==> src/rtl/sdram_page_scheduler.sv <==
// sdram_page_scheduler
// Arbitrates whole-page writes (upstream FIFO -> SDRAM) and whole-page reads
// (SDRAM -> downstream sink) over a ring of DEPTH pages held in SDRAM.
// Tracks write/read page pointers and the fill level, runs a request/ack/done
// handshake with the SDRAM controller and aborts operations that hang.
module sdram_page_scheduler #(
  parameter int PAGE_AW    = 15,
  parameter int HIGH_WATER = (1 << PAGE_AW) - 16,
  parameter int TIMEOUT    = 1023
) (
  input  logic               clk,
  input  logic               n_rst,
  input  logic               rfo,
  input  logic               fifo_tx_rdy,
  input  logic               sink_rdy,
  input  logic               op_ack,
  input  logic               op_done,
  input  logic               err_clr,
  output logic               wr_req,
  output logic               rd_req,
  output logic [PAGE_AW-1:0] page_addr,
  output logic [PAGE_AW:0]   fill,
  output logic               full,
  output logic               empty,
  output logic               err_timeout
);

  // Timer holds 0..TIMEOUT-1; the abort fires on the cycle it would reach TIMEOUT.
  localparam int TW = (TIMEOUT < 2) ? 1 : $clog2(TIMEOUT);

  localparam logic [TW-1:0]      C_TMO_LAST = TW'(TIMEOUT - 1);
  localparam logic [TW-1:0]      C_TMR_ZERO = {TW{1'b0}};
  localparam logic [TW-1:0]      C_TMR_ONE  = TW'(1);
  localparam logic [PAGE_AW:0]   C_DEPTH    = {1'b1, {PAGE_AW{1'b0}}};
  localparam logic [PAGE_AW:0]   C_HIGH     = (PAGE_AW + 1)'(HIGH_WATER);
  localparam logic [PAGE_AW:0]   C_FILL_0   = {(PAGE_AW + 1){1'b0}};
  localparam logic [PAGE_AW:0]   C_FILL_1   = (PAGE_AW + 1)'(1);
  localparam logic [PAGE_AW-1:0] C_PTR_0    = {PAGE_AW{1'b0}};
  localparam logic [PAGE_AW-1:0] C_PTR_1    = PAGE_AW'(1);

  typedef enum logic [2:0] {
    S_IDLE    = 3'd0,
    S_WR_REQ  = 3'd1,
    S_WR_WAIT = 3'd2,
    S_RD_REQ  = 3'd3,
    S_RD_WAIT = 3'd4
  } state_t;

  state_t             r_state;
  state_t             w_state_nxt;
  logic               r_wr_req;
  logic               r_rd_req;
  logic [PAGE_AW-1:0] r_page_addr;
  logic [PAGE_AW-1:0] r_wr_ptr;
  logic [PAGE_AW-1:0] r_rd_ptr;
  logic [PAGE_AW:0]   r_fill;
  logic               r_full;
  logic               r_empty;
  logic               r_err;
  logic [TW-1:0]      r_timer;
  logic               r_last_wr;

  logic               w_wr_req_nxt;
  logic               w_rd_req_nxt;
  logic [PAGE_AW-1:0] w_page_addr_nxt;
  logic [PAGE_AW-1:0] w_wr_ptr_nxt;
  logic [PAGE_AW-1:0] w_rd_ptr_nxt;
  logic [PAGE_AW:0]   w_fill_nxt;
  logic               w_full_nxt;
  logic               w_empty_nxt;
  logic               w_err_nxt;
  logic [TW-1:0]      w_timer_nxt;
  logic               w_last_wr_nxt;

  logic w_wr_elig;
  logic w_rd_elig;
  logic w_pick_rd;
  logic w_tmo;
  logic w_wr_fin;
  logic w_rd_fin;
  logic w_abort;

  // Eligibility uses the registered full/empty flags so a grant never
  // depends on a fill update happening in the same cycle.
  assign w_wr_elig = fifo_tx_rdy & ~r_full;
  assign w_rd_elig = sink_rdy & ~r_empty;
  assign w_tmo     = (r_timer == C_TMO_LAST);

  // Contest resolution: near-full ring drains first, otherwise alternate.
  always_comb begin
    w_pick_rd = 1'b0;
    if (w_wr_elig && w_rd_elig) begin
      w_pick_rd = (r_fill >= C_HIGH) | r_last_wr;
    end else begin
      w_pick_rd = w_rd_elig;
    end
  end

  // Next-state and next-output logic for the request/ack/done handshake.
  always_comb begin
    w_state_nxt     = r_state;
    w_wr_req_nxt    = r_wr_req;
    w_rd_req_nxt    = r_rd_req;
    w_page_addr_nxt = r_page_addr;
    w_wr_ptr_nxt    = r_wr_ptr;
    w_rd_ptr_nxt    = r_rd_ptr;
    w_fill_nxt      = r_fill;
    w_timer_nxt     = r_timer;
    w_last_wr_nxt   = r_last_wr;
    w_wr_fin        = 1'b0;
    w_rd_fin        = 1'b0;
    w_abort         = 1'b0;

    case (r_state)
      S_IDLE: begin
        if (rfo && (w_wr_elig || w_rd_elig)) begin
          w_timer_nxt = C_TMR_ZERO;
          if (w_pick_rd) begin
            w_state_nxt     = S_RD_REQ;
            w_rd_req_nxt    = 1'b1;
            w_page_addr_nxt = r_rd_ptr;
            w_last_wr_nxt   = 1'b0;
          end else begin
            w_state_nxt     = S_WR_REQ;
            w_wr_req_nxt    = 1'b1;
            w_page_addr_nxt = r_wr_ptr;
            w_last_wr_nxt   = 1'b1;
          end
        end else begin
          w_state_nxt = S_IDLE;
        end
      end
      S_WR_REQ: begin
        if (op_ack && op_done) begin
          w_wr_fin = 1'b1;
        end else if (w_tmo) begin
          w_abort = 1'b1;
        end else if (op_ack) begin
          w_wr_req_nxt = 1'b0;
          w_state_nxt  = S_WR_WAIT;
          w_timer_nxt  = r_timer + C_TMR_ONE;
        end else begin
          w_timer_nxt = r_timer + C_TMR_ONE;
        end
      end
      S_WR_WAIT: begin
        if (op_done) begin
          w_wr_fin = 1'b1;
        end else if (w_tmo) begin
          w_abort = 1'b1;
        end else begin
          w_timer_nxt = r_timer + C_TMR_ONE;
        end
      end
      S_RD_REQ: begin
        if (op_ack && op_done) begin
          w_rd_fin = 1'b1;
        end else if (w_tmo) begin
          w_abort = 1'b1;
        end else if (op_ack) begin
          w_rd_req_nxt = 1'b0;
          w_state_nxt  = S_RD_WAIT;
          w_timer_nxt  = r_timer + C_TMR_ONE;
        end else begin
          w_timer_nxt = r_timer + C_TMR_ONE;
        end
      end
      S_RD_WAIT: begin
        if (op_done) begin
          w_rd_fin = 1'b1;
        end else if (w_tmo) begin
          w_abort = 1'b1;
        end else begin
          w_timer_nxt = r_timer + C_TMR_ONE;
        end
      end
      default: begin
        w_state_nxt  = S_IDLE;
        w_wr_req_nxt = 1'b0;
        w_rd_req_nxt = 1'b0;
      end
    endcase

    // Completed pages advance their pointer; an abort leaves ring state alone.
    if (w_wr_fin) begin
      w_wr_ptr_nxt = r_wr_ptr + C_PTR_1;
      w_fill_nxt   = r_fill + C_FILL_1;
    end else if (w_rd_fin) begin
      w_rd_ptr_nxt = r_rd_ptr + C_PTR_1;
      w_fill_nxt   = r_fill - C_FILL_1;
    end else begin
      w_fill_nxt = r_fill;
    end

    if (w_wr_fin || w_rd_fin || w_abort) begin
      w_state_nxt  = S_IDLE;
      w_wr_req_nxt = 1'b0;
      w_rd_req_nxt = 1'b0;
    end else begin
      w_timer_nxt = w_timer_nxt;
    end
  end

  // Flags are computed from the next fill so they update with fill itself.
  assign w_full_nxt  = (w_fill_nxt == C_DEPTH);
  assign w_empty_nxt = (w_fill_nxt == C_FILL_0);
  // A timeout in the same cycle as err_clr keeps the flag set.
  assign w_err_nxt   = w_abort | (r_err & ~err_clr);

  // FSM state register.
  always_ff @(posedge clk or negedge n_rst) begin
    if (!n_rst) begin
      r_state <= S_IDLE;
    end else begin
      r_state <= w_state_nxt;
    end
  end

  // Registered outputs, ring pointers, fill, timer and arbitration history.
  always_ff @(posedge clk or negedge n_rst) begin
    if (!n_rst) begin
      r_wr_req    <= 1'b0;
      r_rd_req    <= 1'b0;
      r_page_addr <= C_PTR_0;
      r_wr_ptr    <= C_PTR_0;
      r_rd_ptr    <= C_PTR_0;
      r_fill      <= C_FILL_0;
      r_full      <= 1'b0;
      r_empty     <= 1'b1;
      r_err       <= 1'b0;
      r_timer     <= C_TMR_ZERO;
      r_last_wr   <= 1'b0;
    end else begin
      r_wr_req    <= w_wr_req_nxt;
      r_rd_req    <= w_rd_req_nxt;
      r_page_addr <= w_page_addr_nxt;
      r_wr_ptr    <= w_wr_ptr_nxt;
      r_rd_ptr    <= w_rd_ptr_nxt;
      r_fill      <= w_fill_nxt;
      r_full      <= w_full_nxt;
      r_empty     <= w_empty_nxt;
      r_err       <= w_err_nxt;
      r_timer     <= w_timer_nxt;
      r_last_wr   <= w_last_wr_nxt;
    end
  end

  assign wr_req      = r_wr_req;
  assign rd_req      = r_rd_req;
  assign page_addr   = r_page_addr;
  assign fill        = r_fill;
  assign full        = r_full;
  assign empty       = r_empty;
  assign err_timeout = r_err;

endmodule

==> config.mk <==
export PLATFORM = sky130hd
export DESIGN_NAME = sdram_page_scheduler
export DESIGN_NICKNAME = d
export VERILOG_FILES = /design/src/rtl/sdram_page_scheduler.sv
export SDC_FILE = /design/constraint.sdc
export NUM_CORES = 1
export LEC_CHECK = 0
export ABC_AREA = 1
export CAP_MARGIN = 20
export CORE_AREA = 2 2 82 115
export CTS_BUF_LIST = sky130_fd_sc_hd__clkbuf_16
export DETAILED_ROUTE_END_ITERATION = 16
export DIE_AREA = 0 0 84 117
export GPL_TIMING_DRIVEN = 0
export PLACE_DENSITY = 0.78
export SLEW_MARGIN = 20
export SYNTH_ARGS = -nofsm -noshare
export SYNTH_HDL_FRONTEND = slang
export SYNTH_SLANG_ARGS = --single-unit
==> constraint.sdc <==
create_clock -name clk -period 1.7 [get_ports clk]
set_clock_uncertainty 0.1 [all_clocks]
set_input_delay 0.425 -clock clk [delete_from_list [all_inputs] [get_ports clk]]
set_output_delay 0.425 -clock clk [all_outputs]
set_load 0.005 [all_outputs]
==> impl_metrics.ini <==
[run_status]
status = finished, violations left
failed_checks = setup timing

[hold_path]
hp-class = reg -> reg
min_from = wr_req$_DFFE_PN0P_

[yosys]
ys.flop_type = dfrtp_1
synthAdderAreaFrac_pct = 1.673
synth_mux_area_share_pct = 0
synth-xor-area-share_pct = 7.223
synth_fp_nets = 593
synth_edf_count = 0
syn_inst = 579
synth_top_family_by_area = simple AND/OR/NAND/NOR gates
yosysWarnings = 0
yosysSeqAreaShare_pct = 44.65
synth-compound-area-share_pct = 6.553
yosysUniqueCellTypes = 37
synth-simple-area-share_pct = 32.18
netlist_area_sq_um = 4487
avgSynthCellArea_sq_um = 7.749
synth_async_sr_flop_share_pct = 100.0
ys_ff_latch = 80

[routing]
drtPass1Iterations = 5
routed_wl_um = 14750
viasPerCell = 5.627
postRouteAntennaNets = 0
dr.first_iter.drc_count = 346
wl_per_cell_um = 18.10
via_count = 4586
drc = 0

[die]
die-area_sq_um = 9828
coreArea_sq_um = 8875
initial_core_util_pct = 50.56
rows = 41
fp.dieW_um = 84
pin_count = 44
die_h_um = 117

[placed_design]
place.detailed.hpwl_um = 7595
gp_congestion = 0.9269
port-buffer-count = 43
place_inst = 730
pre_cts_slack_ns = -0.8846

[cells_and_area]
final_cells = 815
area_growth_syn_to_layout_pct = 50.22
final_common_cell = nand2_1
fin_nets = 716
most-common-layout-cells = nand2_1, dfrtp_1, inv_1
drive_gt1_share_pct = 35.93

[critical_path]
worstSetupStartpointType = register
setup.worst_path.start = r_state[2]$_DFFE_PN0P_
timing.critical_path.fanout_max = 6
cp_cell_sequence = inv_2 -> nand4_1 -> nand2_4 -> buf_8 -> nand3_4 -> nor2_4 -> nand3_4 -> nor2_4 -> nand3_2 -> xor2_1
cpPeakStageDelay_ns = 0.49
reg2reg_from = r_state[2]$_DFFE_PN0P_
crit_buf_inv = 2
crit_path_end_kind = register
timing_worst_setup_path_type = reg -> reg
crit_family = simple AND/OR/NAND/NOR gates
crit_arrival_ns = 2.30
cp_data_required_time_ns = 1.83
slowest_stage = dfrtp_2

[cts]
cts_tree = done
cts-root-buf = clkbuf_16
htreeDepth = 3
clkSlewWorstSetupHoldPaths_ns = 0.06
clock_sinks = 80
insertion_delay_ns = 0.35
cts_buffers = 9
clock_path_buffers = 2

[grt]
grt_max_degree = 50
track_usage_pct = 26.77
antenna_found_initial = 1
grt_overflow_total = 0
grt_pass1_wl_um = 20870
grt_pass1_vias = 4562

[timing]
fin_crit_sh_pct = 127.6
finalCriticalPeriod_ns = 2.169
hold_violations = 0
report.final.slew_viol_count = 0
worst_slack_ns = -0.4692
slew_headroom_pct = 67.74
worstMarginPinSlew_ns = 0.4840
setup_viol = 54
rsz0062_at_grt = true
clock.fmax_mhz = 461.0

[power]
p_per_area_nw_per_um2 = 1424
p_seq_share_pct = 30.7
combPwrFrac_pct = 47.2
p_sw_w = 0.003926
pwr-share-clk_pct = 22.1
p_leak_nw = 3.408
ir_drop_v = 0.001164
p_int_w = 0.005669
p_sw_share_pct = 40.92

[run]
maxCapViolations = 0
==> power groups by stage <==
stage / clock network [W] / registers (W) / logic, W
final: 0.00212 / 0.00294 / 0.00453
after global routing: 0.00220 / 0.00300 / 0.00488
after CTS: 0.00211 / 0.00286 / 0.00376
after detailed placement: 0 / 0.00287 / 0.00303
after global placement: 0 / 0.00285 / 0.00292
after floorplan: 0 / 0.00280 / 0.00184
==> per-layer routing <==
layer  GRT usage (%)  part of all wire [%]  vias to the layer above  wire length [um]
met3           4.698                   4.9                       67               726
met4           14.84                   5.3                        0               784
met1           28.54                    35                     2238              5197
met2           50.24                    55                      206              8043
met5               0                     0                        -                 0
li1                -                     -                     2075                 -
==> cell families after synthesis <==
logic type      count (synthesis)
xor+xnor                       37
fa+ha+maj                       6
flops                          80
compound gates                 57
buf+inv                        85
simple gates                  314
==> registers in the layout, summed over array words and instances, names as in the netlist <==
name,flops
full,1
r_rd_ptr,15
page_addr,15
r_last_wr,1
rd_req,1
empty,1
fill,16
err_timeout,1
r_wr_ptr,15
r_timer,10
r_state,3
wr_req,1
==> cell usage after synthesis, drive strengths merged (8+ instances only) <==
cell type	n	area, sq um
o21ai	17	85.08
nand3	43	252.8
nand4	9	71.32
a21oi	36	180.2
xnor2	12	105.1
buf	8	57.55
nor3	12	71.32
nor2	66	280.3
nand2	172	668.1
dfrtp	79	1977
xor2	25	219.0
inv	74	277.8
==> what timing repair did <==
item,4_1_cts,5_1_grt
setup endpoints to repair,101,63
hold buffers,1,0
gates cloned,6,0
pin swaps,33,47
endpoints found under the hold margin,30,0
buffers inserted,40,23
gates resized for setup,156,106
==> worst paths after layout <==
path | endpoint | slack [ns] | depth (start not counted)
min in group asynchronous | fill[6]$_DFF_PN0_ | 0.48 | 2
worst max-delay path | r_wr_ptr[12]$_DFFE_PN0P_ | -0.47 | 10
worst min-delay path | wr_req$_DFFE_PN0P_ | 0.40 | 2
worst max register to register | r_wr_ptr[12]$_DFFE_PN0P_ | -0.47 | 10
max in group asynchronous | page_addr[13]$_DFFE_PN0P_ | 0.42 | 3
worst min register to register | wr_req$_DFFE_PN0P_ | 0.40 | 2
==> per-stage QoR <==
stage	power (W)	hold WS [ns]	TNS, ns	area [sq um]	utilization, %
2_1_floorplan	0.004647	0.02941	-0.07802	4519	-
3_3_place_gp	0.005767	0.3640	-260.67	5084	57.28
3_5_place_dp	0.005899	0.3127	-45.51	5109	57.56
4_1_cts	0.008732	0.3775	-5.040	6181	69.65
5_1_grt	0.01008	0.4338	-15.94	6740	75.95
6_report	0.009596	0.4044	-10.50	6740	75.95
==> tightest hold or removal path: cells and delay by family (launching register included) <==
kind	cells	cell delay (ns)
flops	1	0.36
simple gates	2	0.11
==> final cells by class <==
class	instances	area, sq um
flip-flops and latches	80	2014
clock buffers	9	225.2
diodes	1	2.502
fillers	556	2135
inverters	75	296.5
multi-input cells	414	2796
repair inverters	1	5.005
repair buffers	111	1028
clock inverters	7	95.09
plain buffers	10	142.6
well taps	107	133.9
Power figures use the tool's default switching activity.
